`src/rtl/r2_pair_scheduler_if.sv`:
```
// Result stream from the pair scheduler to its consumer: {nb_id, r2, in_range} with valid/ready.
interface r2_pair_scheduler_if #(
    parameter int DATA_WIDTH = 32,
    parameter int ADDR_WIDTH = 9
);
    logic                  out_valid;
    logic                  out_ready;
    logic [ADDR_WIDTH-1:0] out_nb_id;
    logic [DATA_WIDTH-1:0] out_r2;
    logic                  out_in_range;

    modport master (output out_valid, out_nb_id, out_r2, out_in_range, input out_ready);
    modport slave  (input out_valid, out_nb_id, out_r2, out_in_range, output out_ready);
endinterface

```
`src/rtl/r2_pair_scheduler.sv`:
```
// Streams one reference particle against a neighbour list through r2_compute into a result FIFO.
// Optional macro CUTOFF_FILTER_EN: push only results inside the cutoff radius.
//
// state    | meaning
// IDLE     | waiting for start
// REF_RD   | reference read strobe issued
// REF_LD   | reference coordinates captured from read data
// STREAM   | one neighbour read per cycle while credits allow
// DRAIN    | all pairs issued, waiting for pipeline to empty
// DONE     | done pulse, back to IDLE
module r2_pair_scheduler #(
    parameter int DATA_WIDTH = 32,
    parameter int ADDR_WIDTH = 9,
    parameter int R2_LATENCY = 17,
    parameter int FIFO_DEPTH = 16
) (
    input  logic                    clk,
    input  logic                    rst,
    input  logic                    start,
    input  logic [ADDR_WIDTH-1:0]   ref_addr,
    input  logic [ADDR_WIDTH-1:0]   nb_base_addr,
    input  logic [ADDR_WIDTH:0]     nb_count,
    input  logic [DATA_WIDTH-1:0]   cutoff2,
    output logic                    busy,
    output logic                    done,
    output logic                    mem_rd_en,
    output logic [ADDR_WIDTH-1:0]   mem_rd_addr,
    input  logic [3*DATA_WIDTH-1:0] mem_rd_data,
    output logic                    r2c_enable,
    output logic [DATA_WIDTH-1:0]   refx,
    output logic [DATA_WIDTH-1:0]   refy,
    output logic [DATA_WIDTH-1:0]   refz,
    output logic [DATA_WIDTH-1:0]   posx,
    output logic [DATA_WIDTH-1:0]   posy,
    output logic [DATA_WIDTH-1:0]   posz,
    input  logic [DATA_WIDTH-1:0]   r2c_r2,
    input  logic                    r2c_r2_valid,
    r2_pair_scheduler_if.master     res
);
    localparam int FW = $clog2(FIFO_DEPTH);
    localparam int CW = FW + 2;

    typedef enum logic [2:0] {S_IDLE, S_REF_RD, S_REF_LD, S_STREAM, S_DRAIN, S_DONE} state_t;

    state_t                state;
    logic [ADDR_WIDTH-1:0] base_q;
    logic [ADDR_WIDTH:0]   count_q;
    logic [ADDR_WIDTH:0]   idx;
    logic [DATA_WIDTH-2:0] cutoff_mag;
    logic                  unused_cutoff_sign;
    logic                  nb_rd;
    logic [ADDR_WIDTH-1:0] rd_id;
    logic [ADDR_WIDTH-1:0] en_id;
    logic [CW-1:0]         inflight;
    logic [FW:0]           fifo_cnt;
    logic [FW-1:0]         wptr;
    logic [FW-1:0]         rptr;
    logic [CW-1:0]         outstanding;
    logic                  credit_ok;
    logic                  push;
    logic                  pop;
    logic                  r2_in_range;
    logic [DATA_WIDTH-2:0] r2_mag;

    logic [R2_LATENCY-1:0] tag_v;
    logic [ADDR_WIDTH-1:0] tag_id [R2_LATENCY];

    logic [ADDR_WIDTH-1:0] fifo_id [FIFO_DEPTH];
    logic [DATA_WIDTH-1:0] fifo_r2 [FIFO_DEPTH];
    logic                  fifo_ir [FIFO_DEPTH];

    assign unused_cutoff_sign = cutoff2[DATA_WIDTH-1];

    // Everything issued but not yet popped: FIFO entries, pipeline, read and data phases.
    assign outstanding = CW'(fifo_cnt) + inflight + CW'(nb_rd) + CW'(r2c_enable);
    assign credit_ok   = outstanding < CW'(FIFO_DEPTH);

    always_ff @(posedge clk or negedge rst) begin
        if (!rst) begin
            state       <= S_IDLE;
            busy        <= 1'b0;
            done        <= 1'b0;
            mem_rd_en   <= 1'b0;
            mem_rd_addr <= '0;
            nb_rd       <= 1'b0;
            rd_id       <= '0;
            base_q      <= '0;
            count_q     <= '0;
            idx         <= '0;
            cutoff_mag  <= '0;
            refx        <= '0;
            refy        <= '0;
            refz        <= '0;
        end else begin
            done      <= 1'b0;
            mem_rd_en <= 1'b0;
            nb_rd     <= 1'b0;
            case (state)
                S_IDLE: begin
                    if (start) begin
                        base_q      <= nb_base_addr;
                        count_q     <= nb_count;
                        cutoff_mag  <= cutoff2[DATA_WIDTH-2:0];
                        idx         <= '0;
                        mem_rd_en   <= 1'b1;
                        mem_rd_addr <= ref_addr;
                        busy        <= 1'b1;
                        state       <= S_REF_RD;
                    end
                end
                S_REF_RD: state <= S_REF_LD;
                S_REF_LD: begin
                    {refz, refy, refx} <= mem_rd_data;
                    done  <= (count_q == '0);
                    state <= (count_q == '0) ? S_DONE : S_STREAM;
                end
                S_STREAM: begin
                    if (credit_ok) begin
                        mem_rd_en   <= 1'b1;
                        nb_rd       <= 1'b1;
                        mem_rd_addr <= base_q + idx[ADDR_WIDTH-1:0];
                        rd_id       <= idx[ADDR_WIDTH-1:0];
                        idx         <= idx + 1'b1;
                        if (idx == count_q - 1'b1) state <= S_DRAIN;
                    end
                end
                S_DRAIN: begin
                    if (inflight == '0 && !nb_rd && !r2c_enable) begin
                        done  <= 1'b1;
                        state <= S_DONE;
                    end
                end
                S_DONE: begin
                    busy  <= 1'b0;
                    state <= S_IDLE;
                end
                default: state <= S_IDLE;
            endcase
        end
    end

    assign posx = r2c_enable ? mem_rd_data[DATA_WIDTH-1:0]            : '0;
    assign posy = r2c_enable ? mem_rd_data[2*DATA_WIDTH-1:DATA_WIDTH]  : '0;
    assign posz = r2c_enable ? mem_rd_data[3*DATA_WIDTH-1:2*DATA_WIDTH] : '0;

    // Negative zero has the sign bit set but is still a zero distance.
    assign r2_mag      = r2c_r2[DATA_WIDTH-2:0];
    assign r2_in_range = (!r2c_r2[DATA_WIDTH-1] || r2_mag == '0)
                       && (r2c_r2[DATA_WIDTH-2 -: 8] != 8'hFF)
                       && (r2_mag <= cutoff_mag);

`ifdef CUTOFF_FILTER_EN
    assign push = r2c_r2_valid && r2_in_range;
`else
    assign push = r2c_r2_valid;
`endif
    assign pop = res.out_valid && res.out_ready;

    always_ff @(posedge clk or negedge rst) begin
        if (!rst) begin
            r2c_enable <= 1'b0;
            en_id      <= '0;
            inflight   <= '0;
            tag_v      <= '0;
            for (int i = 0; i < R2_LATENCY; i++) tag_id[i] <= '0;
            fifo_cnt   <= '0;
            wptr       <= '0;
            rptr       <= '0;
        end else begin
            r2c_enable <= nb_rd;
            en_id      <= rd_id;
            if (r2c_enable && !r2c_r2_valid)      inflight <= inflight + 1'b1;
            else if (!r2c_enable && r2c_r2_valid) inflight <= inflight - 1'b1;
            tag_v     <= {tag_v[R2_LATENCY-2:0], r2c_enable};
            tag_id[0] <= en_id;
            for (int i = 1; i < R2_LATENCY; i++) tag_id[i] <= tag_id[i-1];
            if (push) wptr <= wptr + 1'b1;
            if (pop)  rptr <= rptr + 1'b1;
            if (push && !pop)      fifo_cnt <= fifo_cnt + 1'b1;
            else if (!push && pop) fifo_cnt <= fifo_cnt - 1'b1;
        end
    end

    always_ff @(posedge clk) begin
        if (push) begin
            fifo_id[wptr] <= tag_id[R2_LATENCY-1];
            fifo_r2[wptr] <= r2c_r2;
            fifo_ir[wptr] <= r2_in_range;
        end
    end

    assign res.out_valid    = (fifo_cnt != '0);
    assign res.out_nb_id    = res.out_valid ? fifo_id[rptr] : '0;
    assign res.out_r2       = res.out_valid ? fifo_r2[rptr] : '0;
    assign res.out_in_range = res.out_valid && fifo_ir[rptr];

    tag_align: assert property (@(posedge clk) disable iff (!rst) r2c_r2_valid |-> tag_v[R2_LATENCY-1]);
endmodule

```
`src/flat_wrapper.sv`:
```
// flat-port wrapper written by rule: the top's interface ports become plain ports
module r2_pair_scheduler_flat 
#(
    parameter int DATA_WIDTH = 32,
    parameter int ADDR_WIDTH = 9,
    parameter int R2_LATENCY = 17,
    parameter int FIFO_DEPTH = 16
)
  (clk, rst, start, ref_addr, nb_base_addr, nb_count, cutoff2, busy, done, mem_rd_en, mem_rd_addr, mem_rd_data, r2c_enable, refx, refy, refz, posx, posy, posz, r2c_r2, r2c_r2_valid, res_out_valid, res_out_nb_id, res_out_r2, res_out_in_range, res_out_ready);
  r2_pair_scheduler_if #(.DATA_WIDTH(DATA_WIDTH), .ADDR_WIDTH(ADDR_WIDTH)) res_i ();
  input  logic clk;
  input  logic rst;
  input  logic start;
  input  logic [ADDR_WIDTH-1:0] ref_addr;
  input  logic [ADDR_WIDTH-1:0] nb_base_addr;
  input  logic [ADDR_WIDTH:0] nb_count;
  input  logic [DATA_WIDTH-1:0] cutoff2;
  output logic busy;
  output logic done;
  output logic mem_rd_en;
  output logic [ADDR_WIDTH-1:0] mem_rd_addr;
  input  logic [3*DATA_WIDTH-1:0] mem_rd_data;
  output logic r2c_enable;
  output logic [DATA_WIDTH-1:0] refx;
  output logic [DATA_WIDTH-1:0] refy;
  output logic [DATA_WIDTH-1:0] refz;
  output logic [DATA_WIDTH-1:0] posx;
  output logic [DATA_WIDTH-1:0] posy;
  output logic [DATA_WIDTH-1:0] posz;
  input  logic [DATA_WIDTH-1:0] r2c_r2;
  input  logic r2c_r2_valid;
  output wire logic [$bits(res_i.out_valid)-1:0] res_out_valid;
  output wire logic [$bits(res_i.out_nb_id)-1:0] res_out_nb_id;
  output wire logic [$bits(res_i.out_r2)-1:0] res_out_r2;
  output wire logic [$bits(res_i.out_in_range)-1:0] res_out_in_range;
  input wire logic [$bits(res_i.out_ready)-1:0] res_out_ready;
  assign res_out_valid = res_i.out_valid;
  assign res_out_nb_id = res_i.out_nb_id;
  assign res_out_r2 = res_i.out_r2;
  assign res_out_in_range = res_i.out_in_range;
  assign res_i.out_ready = res_out_ready;
  r2_pair_scheduler #(.DATA_WIDTH(DATA_WIDTH), .ADDR_WIDTH(ADDR_WIDTH), .R2_LATENCY(R2_LATENCY), .FIFO_DEPTH(FIFO_DEPTH)) u_core (.clk(clk), .rst(rst), .start(start), .ref_addr(ref_addr), .nb_base_addr(nb_base_addr), .nb_count(nb_count), .cutoff2(cutoff2), .busy(busy), .done(done), .mem_rd_en(mem_rd_en), .mem_rd_addr(mem_rd_addr), .mem_rd_data(mem_rd_data), .r2c_enable(r2c_enable), .refx(refx), .refy(refy), .refz(refz), .posx(posx), .posy(posy), .posz(posz), .r2c_r2(r2c_r2), .r2c_r2_valid(r2c_r2_valid), .res(res_i));
endmodule
```
`config.mk`:
```
export PLATFORM = sky130hd
export DESIGN_NAME = r2_pair_scheduler_flat
export DESIGN_NICKNAME = d
export VERILOG_FILES = /design/src/rtl/r2_pair_scheduler_if.sv /design/src/rtl/r2_pair_scheduler.sv /design/src/flat_wrapper.sv
export SDC_FILE = /design/constraint.sdc
export NUM_CORES = 1
export LEC_CHECK = 0
export BUFFER_PORTS_ARGS = -buffer_cell sky130_fd_sc_hd__buf_2
export CAP_MARGIN = 10
export CORE_ASPECT_RATIO = 2
export CORE_MARGIN = 2
export CORE_UTILIZATION = 50
export CTS_CLUSTER_DIAMETER = 150
export CTS_CLUSTER_SIZE = 12
export DETAILED_ROUTE_END_ITERATION = 7
export GPL_TIMING_DRIVEN = 0
export PLACE_DENSITY_LB_ADDON = 0.1
export SLEW_MARGIN = 20
export SYNTH_ARGS = -nofsm -noshare
export SYNTH_HDL_FRONTEND = slang
export SYNTH_SLANG_ARGS = --single-unit
```
`constraint.sdc`:
```
create_clock -name clk -period 5.5 [get_ports clk]
set_input_delay 0.275 -clock clk [delete_from_list [all_inputs] [get_ports clk]]
set_output_delay 0.275 -clock clk [all_outputs]
set_load 0.005 [all_outputs]
```
=== Yosys cells after proc, flatten, opt, wreduce, memory -nomap -nowiden ===
Memories as Yosys holds them, arrays and structs flattened.
Cells that the tools add are included.

* Output and inout port bits: 248
* RAM bits: 672
* Input port bits: 193
* Logic and storage cells: 126
* Memories kept: 3
* Register bits: 363

{| class="wikitable"
|+ Memories
! name !! depth !! width !! rd ports !! clocked after memory_dff !! wr ports !! line !! RTL
|-
| u_core.fifo_r2 || 16 || 32 || 1 || 0 || 1 || r2_pair_scheduler.sv:69 || <nowiki>logic [DATA_WIDTH-1:0] fifo_r2 [FIFO_DEPTH];</nowiki>
|-
| u_core.fifo_id || 16 || 9 || 1 || 0 || 1 || r2_pair_scheduler.sv:68 || <nowiki>logic [ADDR_WIDTH-1:0] fifo_id [FIFO_DEPTH];</nowiki>
|-
| u_core.fifo_ir || 16 || 1 || 1 || 0 || 1 || r2_pair_scheduler.sv:70 || <nowiki>logic fifo_ir [FIFO_DEPTH];</nowiki>
|}

* $lt $le $gt $ge: 2
* Mux-type cells: 31
* Add/sub/neg operators: 12
* Reduce and logical (&&, ||, !) cells: 30
* Eq/ne operators: 11

{| class="wikitable"
|+ Operator list
! cell !! number
|-
| $mux 32 || 4
|-
| $le 31x31->1 || 1
|-
| $logic_not 31->1 || 1
|-
| $mux 9 || 3
|-
| $mux 10 || 2
|-
| $pmux 10 s2 || 1
|-
| $pmux 9 s2 || 1
|-
| $mux 3 || 5
|-
| $pmux 3 s5 || 1
|-
| $add 6x1->6 || 2
|-
| $mux 6 || 2
|-
| $add 10x1->10 const B || 1
|-
| $eq 10x10->1 || 1
|-
| $logic_and 1x1->1 || 10
|-
| $logic_not 10->1 || 1
|-
| $mux 5 || 2
|-
| $sub 10x1->10 const B || 1
|-
| $add 9x9->9 || 1
|-
| $add 4x1->4 const B || 2
|-
| $ne 8x8->1 const B || 1
|-
| $reduce_bool 2->1 || 4
|-
| $mux 1 || 7
|-
| $add 5x6->6 || 1
|-
| $add 6x1->6 const B || 1
|-
| 18 further kinds || 30
|}

=== Logic depth before layout (Yosys ltp) ===
Gate-level depths: netlist of run 1.

* Depth after elaboration: 6
* Depth in mapped cells: 14
* Mapped depth without buffers: 11

=== Worst setup path before layout of run 1 ===
No wires, ideal clock.

* Path kind: register to register
* From: reg u_core.wptr[0]
* To: mem u_core.fifo_id[3][0], enable pin
* Setup slack: 1.458 ns
* Data required time: 5.007 ns
* Data arrival time: 3.549 ns
* Cell stages (with the launch flop): 4
* Clock period less this slack: 4.042 ns
* Path buffers: 0
* Library setup time: 0.493 ns
* Cell sequence: dfrtp_1 -> ha_1 -> nand2_1 -> nor3_1

{| class="wikitable"
|+ RTL lines
! element !! line !! RTL
|-
| start, declared || r2_pair_scheduler.sv:56 || <nowiki>logic [FW-1:0] wptr;</nowiki>
|-
| start signal, assigned || r2_pair_scheduler.sv:177 || <nowiki>if (push) wptr <= wptr + 1'b1;</nowiki>
|-
| end, declared || r2_pair_scheduler.sv:68 ||
|}

Straight into the memory's write port.

=== Worst setup path after layout of run 1 ===
* From: reg u_core.rptr[1]
* To: out res_out_r2[20]

* Longest elaborated chain between the ends: 2

{| class="wikitable"
|+ Ends and longest elaborated chain
! element !! line !! RTL
|-
| start, declared || r2_pair_scheduler.sv:57 || <nowiki>logic [FW-1:0] rptr;</nowiki>
|-
| start signal, assigned || r2_pair_scheduler.sv:178 || <nowiki>if (pop) rptr <= rptr + 1'b1;</nowiki>
|-
| $mem_v2 16x32 || -- ||
|-
| $mux 32 || r2_pair_scheduler.sv:194 || <nowiki>assign res.out_r2 = res.out_valid ? fifo_r2[rptr] : '0;</nowiki>
|-
| end, declared || flat_wrapper.sv:34 || <nowiki>output wire logic [$bits(res_i.out_r2)-1:0] res_out_r2;</nowiki>
|}

Every way passes these cells.

==> results by group, run 1 <==
Setup path
  • CP Class: flop to output port
  • Crit end category: output port
  • Data required, critical path: around 5200 ps
  • R2R depth: 12
  • CP Launch Point: u_core.rptr[1]
  • Worst setup SP type: flop
  • Terminus of the critical flop-to-flop path: u_core.mem_rd_addr[6]
  • Crit Path Max Fanout: 10
  • R2R Path Start: u_core.r2c_enable
  • Critical Path AT: roughly 4000 ps
  • Register-to-register setup slack: about 1500 ps

Drt
  • Final WL: 107 mm
  • Residual DRC count: 0
  • Initial drt markers: ~1.7k
  • Via density: 5.64
  • Via count: roughly 23k
  • Drt pass-1 iters: 5
  • Routed Antenna Nets: 0
  • Post-DR wirelength/cell: 26.7 um

STA
  • Max Slew Vio Count: 0
  • Final Hold Fails: 0
  • F_max: between 200 and 250 MHz
  • RSZ-0062 raised after global routing: no
  • Worst-margin pin slew: roughly 1100 ps
  • Setup-failing EPs final: 0
  • Setup ws final: between 1000 and 1500 ps
  • Tmin final: roughly 4300 ps
  • Final period utilization: 78.0%
  • Clock Skews: 21.4 ps
  • Worst hold slack: between 40 and 50 ps
  • Setup TNS: 0 ps
  • Relative slew slack: between 20% and 30%

Floorplanning
  • Chip width: 204 um
  • Ports: 441
  • Die area: between 80,000 and 90,000 sq um
  • Die Span Y: 404 um
  • Std-Cell Rows: about 150
  • Starting Density: between 50% and 60%
  • CORE AREA: just under 80,000 sq um

Yosys
  • Post-synth EDFFs: around 670
  • Distinct cell type count after synthesis: 55
  • Synth async-reset ratio: 35.1%
  • Synth Warn #: 0
  • Commonest cells post-synth: edfxtp_1 (672), dfrtp_1 (363), mux4_2 (210), and2_1 (151), nand2_1 (150)
  • Yosys reg bits: slightly above 1k
  • Register area share after synthesis: 73.3%
  • Synthesized instance count: 2,153
  • Post-synth top area share: 50.5%
  • Most used DFF post-synth: edfxtp_1
  • Area contributors post-synth: edfxtp_1 (51%), dfrtp_1 (23%), mux4_2 (12%)
  • Mean Syn Cell Area: 18.6 sq um
  • Top cell type by total area after synthesis: edfxtp_1
  • Most common cell in the synthesized netlist: edfxtp_1
  • Syn Nets: ~2.4k
  • Post-synthesis cell area: about 40,000 sq um

Clocking
  • CTS tree: built
  • Clk root buf: clkbuf_16
  • Clock buffer depth: 3
  • CTS buffer count: 96
  • H-tree levels: 3
  • Reg clk slew, reported paths: 60 ps
  • Clock Sinks: 1,035
  • Clk_lat worst skew: ~670 ps
  • Post-CTS resize count: 0

Global route
  • GRT Util Overall: a little over a quarter
  • First-pass GRT wire length: between 150 and 200 mm
  • Antenna violations before repair: 5
  • Vias in the first global route: 24.8k
  • Largest net degree at the start of global routing: 96
  • Grt total ovfl: 0

Power and ir drop
  • Leakage: about 19 nW
  • Maximum VDD drop: about 0.00028 V
  • Total Power: between 20 and 25 mW
  • Cell area power density: about 480 nW/um^2

Flow run
  • MaxCap Viol Count: 0

Layout
  • Post-route cell area: approximately 50,000 sq um
  • Multi-input gate area in the final layout: 10,100 sq um
  • Fill cells: 5,735
  • Layout net count: approximately 3.2k
  • Layout cells sized above 1: a little under a third
  • Sequential cell area: roughly 29,000 sq um
  • Non-filler cells in the finished layout: 3,994
  • Area grow syn2layout: 21.6%
  • Post-layout util: 61.4%

Place
  • Dpl hpwl: approximately 74 mm
  • I/O Buffers: about 440
  • Placed Instances: about 3.7k
  • GP Congestion: roughly 0.89
  • Pre-CTS setup slack: around 1600 ps
  • Placed Area: roughly 44,000 sq um

Worst hold path
  • Worst min path class: input port to flop
  • Worst hold stages: 1
  • Hold EP: u_core.fifo_r2[13][16]
  • Worst hold start: r2c_r2[16]

Outcome
  • Status: finished, final reports clean
==> flip-flops by register name, indices dropped and copies added (netlist names), 3 cells and up <==
| signal | flops |
|---|---|
| u_core.fifo_r2 | 512 |
| u_core.rd_id | 9 |
| u_core.idx | 10 |
| u_core.cutoff_mag | 31 |
| u_core.tag_id | 153 |
| u_core.refz | 32 |
| u_core.fifo_ir | 16 |
| u_core.mem_rd_addr | 9 |
| u_core.inflight | 6 |
| u_core.wptr | 4 |
| u_core.state | 3 |
| u_core.refx | 32 |
| u_core.refy | 32 |
| u_core.fifo_cnt | 5 |
| u_core.count_q | 10 |
| u_core.base_q | 9 |
| u_core.fifo_id | 144 |
| u_core.rptr | 4 |
| u_core.en_id | 9 |
==> cells by family (layout without fill, tap and decap cells) <==
logic type | after synthesis | after routing | synth area share (%)
other | 0 | 1 | 0
buffers and inverters | 154 | 958 | 1.50
AOI/OAI and AO/OA | 117 | 117 | 1.78
and+or+nand+nor | 415 | 415 | 5.34
DFF | 1035 | 1035 | 73.3
adders and majority gates | 68 | 68 | 2.21
xor gates and xnor gates | 42 | 42 | 0.921
muxes | 322 | 322 | 15.0
==> repair_timing <==
action | CTS | global route
setup buffers | 0 | 0
endpoints found under the hold margin | 659 | 0
hold buffers | 178 | 0
==> placed cells by master (no fill, tap or decap), drive strengths merged, types with 3 or more instances in the layout <==
master       count
and2           152
ha              64
mux4           210
nand3           16
xnor2           29
and3             7
nor3            16
nor4            17
clkbuf         225
or3              3
inv             55
edfxtp         672
o31ai            3
buf            498
nand2          151
dfrtp          363
or2              3
nand4           10
a211oi           3
a21oi           23
xor2            13
a31oi            3
mux2i            4
nor2            27
a21o             6
a2111oi          3
mux2           108
dlygate4sd3    178
nand2b           4
o221ai           4
nor2b            3
fa               4
o21ai           59
==> critical path: stages, from the launching register on <==
cell and delay [ps]:
dfrtp_1 340, clkbuf_1 450, clkbuf_1 500, clkbuf_1 730, mux4_2 420, mux4_2 520
and2_1 230, buf_2 150
==> layer usage <==
| layer | GRT usage (%) | vias to the layer above | part of all wire [%] |
|---|---|---|---|
| met4 | 11.2 | 4 | 4.4 |
| met2 | 48.7 | 942 | 54 |
| met1 | 30.7 | 11700 | 35 |
| met3 | 5.10 | 212 | 6.3 |
| met5 | 0 | - | 0.031 |
| li1 | - | 9668 | - |
==> layout make-up <==
| class | instances | area share, % |
|---|---|---|
| multi-input cells | 964 | 20.9 |
| clock buffers | 149 | 5.40 |
| flip-flops and latches | 1035 | 60.3 |
| repair buffers | 651 | 9.43 |
| inverters | 53 | 0.410 |
| diodes | 1 | 0.00515 |
| clock inverters | 4 | 0.108 |
| plain buffers | 101 | 0.845 |
| well taps | 1036 | 2.67 |
==> how the worst max path moves through the flow <==
| stage | endpoint | slack (ps) | cells after the start |
|---|---|---|---|
| floorplan | u_core.fifo_id[3][0] | 1460 | 3 |
| global route | res_out_r2[20] | 1030 | 7 |
| finish | res_out_r2[20] | 1210 | 7 |
| global placement | u_core.fifo_id[3][5] | -2860 | 4 |
| CTS | res_out_r2[20] | 1100 | 7 |
| detailed placement | u_core.mem_rd_addr[6] | 1590 | 12 |
==> report_power, final <==
group          total, mW  internal [mW]  leakage (nW)  switching (mW)
registers           10.4           9.79          10.3           0.593
clock network       5.98           3.25          1.28            2.73
logic               6.83           3.23          7.00            3.59
(Power assumes the default switching activity.)
==> run 2, diff against run 1 <==
--- a/config.mk
+++ b/config.mk
@@ -5,6 +5,7 @@
 export SDC_FILE = /design/constraint.sdc
 export NUM_CORES = 1
 export LEC_CHECK = 0
+export ABC_AREA = 1
 export BUFFER_PORTS_ARGS = -buffer_cell sky130_fd_sc_hd__buf_2
 export CAP_MARGIN = 10
 export CORE_ASPECT_RATIO = 2
==> constraint.sdc (replaced) <==
create_clock -name clk -period 3.95 [get_ports clk]
set_input_delay 0.1975 -clock clk [delete_from_list [all_inputs] [get_ports clk]]
set_output_delay 0.1975 -clock clk [all_outputs]
set_load 0.005 [all_outputs]
==> results by group, run 2 <==
Yosys
  • Synth Warn #: 0 (unchanged)
  • Synthesized instance count: 3,420 (was 2,153)
  • Yosys reg bits: 1,035 (unchanged)
  • Register area share after synthesis: 71.4% (was 73.3%)
  • Simple-gate share of the synthesized area: 11.5% (was 5.34%)
  • Largest family of logic cells by synthesized area: simple AND/OR/NAND/NOR gates (was multiplexers)
  • Most used DFF post-synth: edfxtp_1 (unchanged)
  • Post-synthesis cell area: 41,000 sq um (was 39,900 sq um)
  • Top cell type by total area after synthesis: edfxtp_1 (unchanged)
  • Adder-Cell Fraction of Synth Area: 2.15% (was 2.21%)
  • Mux cell area share after synthesis: 0.357% (was 15.0%)
  • Area contributors post-synth: edfxtp_1 (49%), dfrtp_1 (22%), nand2_1 (5.1%) (was edfxtp_1 (51%), dfrtp_1 (23%), mux4_2 (12%))
  • Post-synthesis compound-gate area fraction: 9.81% (was 1.78%)
  • Post-synth EDFFs: 672 (unchanged)
  • Post-Synth XOR/XNOR Area: 0.620% (was 0.921%)
  • Distinct cell type count after synthesis: 41 (was 55)
  • Synth async-reset ratio: 35.1% (unchanged)
  • Post-synth top area share: 49.3% (was 50.5%)
  • Commonest cells post-synth: edfxtp_1 (672), nand2_1 (555), nor2_1 (475), o21ai_0 (372), dfrtp_1 (363) (was edfxtp_1 (672), dfrtp_1 (363), mux4_2 (210), and2_1 (151), nand2_1 (150))
  • Most common cell in the synthesized netlist: edfxtp_1 (unchanged)
  • Mean Syn Cell Area: 12.0 sq um (was 18.6 sq um)
  • Syn Nets: 3,681 (was 2,414)

Clocking
  • Setup Fix Bufs, Post-CTS: 0 (unchanged)
  • Post-CTS resize count: 0 (unchanged)
  • CTS tree: built (unchanged)
  • H-tree levels: 3 (unchanged)
  • CTS buffer count: 96 (unchanged)
  • Clk_lat worst skew: 690 ps (was 670 ps)
  • Clk root buf: clkbuf_16 (unchanged)
  • Clock buffer depth: 3 (unchanged)
  • Clock Sinks: 1,035 (unchanged)
  • CTS hold repair buffers: 189 (was 178)
  • Reg clk slew, reported paths: 70 ps (was 60 ps)

Floorplanning
  • Std-Cell Rows: 148 (was 146)
  • Starting Density: 50.4% (was 50.5%)
  • Die Span Y: 409 um (was 404 um)
  • Die area: 84,400 sq um (was 82,300 sq um)
  • CORE AREA: 81,300 sq um (was 79,100 sq um)
  • Ports: 441 (unchanged)
  • Chip width: 206 um (was 204 um)

Drt
  • Initial drt markers: 2,407 (was 1,650)
  • Via density: 5.72 (was 5.64)
  • Residual DRC count: 0 (unchanged)
  • Routed Antenna Nets: 0 (unchanged)
  • Post-DR wirelength/cell: 26.2 um (was 26.7 um)
  • Via count: 30.2k (was 22.5k)
  • Drt pass-1 iters: 8 (was 5)
  • Final WL: 138 mm (was 107 mm)

STA
  • Worst-margin pin slew: 1210 ps (was 1110 ps)
  • Setup TNS: 0 ps (unchanged)
  • Relative slew slack: 19.6% (was 25.9%)
  • Final period utilization: about 98%
  • RSZ-0062 raised after global routing: no (unchanged)
  • Setup-failing EPs final: 0 (unchanged)
  • Final Hold Fails: 0 (unchanged)
  • F_max: between 200 and 300 MHz
  • Max Slew Vio Count: 0 (unchanged)
  • Tmin final: 3860 ps
  • Clock Skews: 24.2 ps (was 21.4 ps)

Place
  • Dpl hpwl: 99.2 mm (was 73.8 mm)
  • Placed Area: 45,400 sq um (was 44,100 sq um)
  • I/O Buffers: 439 (unchanged)
  • GP Congestion: 0.964 (was 0.894)

Layout
  • Biggest regs: u_core.fifo_r2 (512), u_core.tag_id (153), u_core.fifo_id (144) (unchanged)
  • Max FFs per register: 512 (unchanged)
  • Area grow syn2layout: 21.9% (was 21.6%)
  • Post-route cell area: 49,900 sq um (was 48,600 sq um)
  • Largest reg by FF count: u_core.fifo_r2 (unchanged)
  • Most frequent cells in the layout: edfxtp_1 (672), nand2_1 (555), buf_2 (496) (was edfxtp_1 (672), buf_2 (455), dfrtp_1 (363))
  • Layout cells sized above 1: 16.9% (was 31.7%)
  • Commonest non-fill, non-tap cell in the layout: edfxtp_1 (unchanged)
  • Layout net count: 4,443 (was 3,163)
  • Post-layout util: 61.4% (about the same)

Global route
  • GRT Util Overall: 32.9% (was 26.8%)
  • First-pass GRT wire length: 198 mm (was 158 mm)
  • Vias in the first global route: 30.5k (was 24.8k)
  • Grt total ovfl: 0 (unchanged)
  • Antenna violations before repair: 11 (was 5)
  • Largest net degree at the start of global routing: 109 (was 96)

Power and ir drop
  • Maximum VDD drop: 0.000434 V (was 0.000277 V)
  • Total Power: 36.9 mW (was 23.2 mW)
  • Leakage: 21.1 nW (was 18.6 nW)
  • Cell area power density: 739 nW/um^2 (was 478 nW/um^2)

Setup path
  • Worst setup SP type: flop (unchanged)
  • Critical Path AT: 3660 ps (was 4010 ps)
  • Data required, critical path: 3750 ps (was 5220 ps)
  • Crit end category: output port (unchanged)
  • Crit Path Max Fanout: 10 (unchanged)
  • CP Class: flop to output port (unchanged)

Flow run
  • MaxCap Viol Count: 0 (unchanged)

Outcome
  • Status: finished, final reports clean (unchanged)

Worst hold path
  • Worst min path class: input port to async pin (was input port to flop)
==> run 2: cell types whose count changed after synthesis, moves of 46 or more <==
cell      delta
nand3_1     +91
buf_2       +46
mux2_2      -95
a21oi_1     +88
o221ai_1   +126
inv_1      +148
and2_1     -151
nor2_1     +448
mux4_2     -210
nand2_1    +405
o21ai_0    +313
==> run 2: worst max-delay path, cell delays in order, from the launching register on <==
cell and delay, ps:
dfrtp_1 360, clkbuf_1 140, inv_1 140, buf_2 370, buf_1 920, o21ai_1 170, a21oi_1 610, buf_2 240
==> run 2: cell families (layout without fill, tap and decap cells) <==
kind of cell | Yosys count | after routing
other | 0 | 8
AO/OA/AOI/OAI | 687 | 687
multiplexers | 13 | 13
AND/OR/NAND/NOR | 1184 | 1184
buffers and inverters | 404 | 1209
flip-flops | 1035 | 1035
XOR/XNOR | 29 | 29
adder cells (fa/ha/maj) | 68 | 68
==> run 2: worst paths after layout <==
check	start	endpoint	slack, ps	cells past startpoint
min in group clk	start	u_core.state[2]	100	5
min reg2reg	u_core.tag_id[130]	u_core.tag_id[121]	340	0
max in group asynchronous	rst	u_core.refy[19]	2490	4
max	u_core.rptr[2]	res_out_r2[10]	90	7
max reg2reg	u_core.r2c_enable	u_core.rd_id[0]	520	16
min	rst	u_core.mem_rd_addr[6]	70	2
==> run 2: routing by layer <==
metal / track usage (%) / wire (um) / up-vias
li1: - / - / 13400
met1: 34.7 / 45200 / 14800
met2: 59.7 / 73100 / 1568
met3: 5.48 / 9640 / 466
met4: 21.2 / 10500 / 6
met5: 0 / 35 / -
==> run 2: area by class of cell <==
| class | count | area, sq um |
|---|---|---|
| fill | 6504 | 31300 |
| sequential | 1035 | 29300 |
| multi-input combinational | 1981 | 10100 |
| timing repair buffer | 664 | 4880 |
| clock buffer | 134 | 2540 |
| tap | 1050 | 1310 |
| buffer | 195 | 911 |
| inverter | 209 | 786 |
| clock inverter | 7 | 96.3 |
| antenna | 8 | 20.0 |
==> run 2: where the power goes <==
part / total, mW / switching, mW / internal [mW] / leakage, nW
logic: 14.1 / 9.78 / 4.30 / 9.08
clock network: 8.35 / 3.90 / 4.45 / 1.27
registers: 14.5 / 1.04 / 13.5 / 10.7
==> run 2: through the flow <==
stage	hold WS, ps	instances	worst slack, ps
2_1_floorplan	-98.1	3420	992
3_5_place_dp	194	4945	582
4_1_cts	38.5	5275	205
5_1_grt	95.4	5279	137
6_report	69.5	5283	89.0
3_3_place_gp	331	4909	-4330
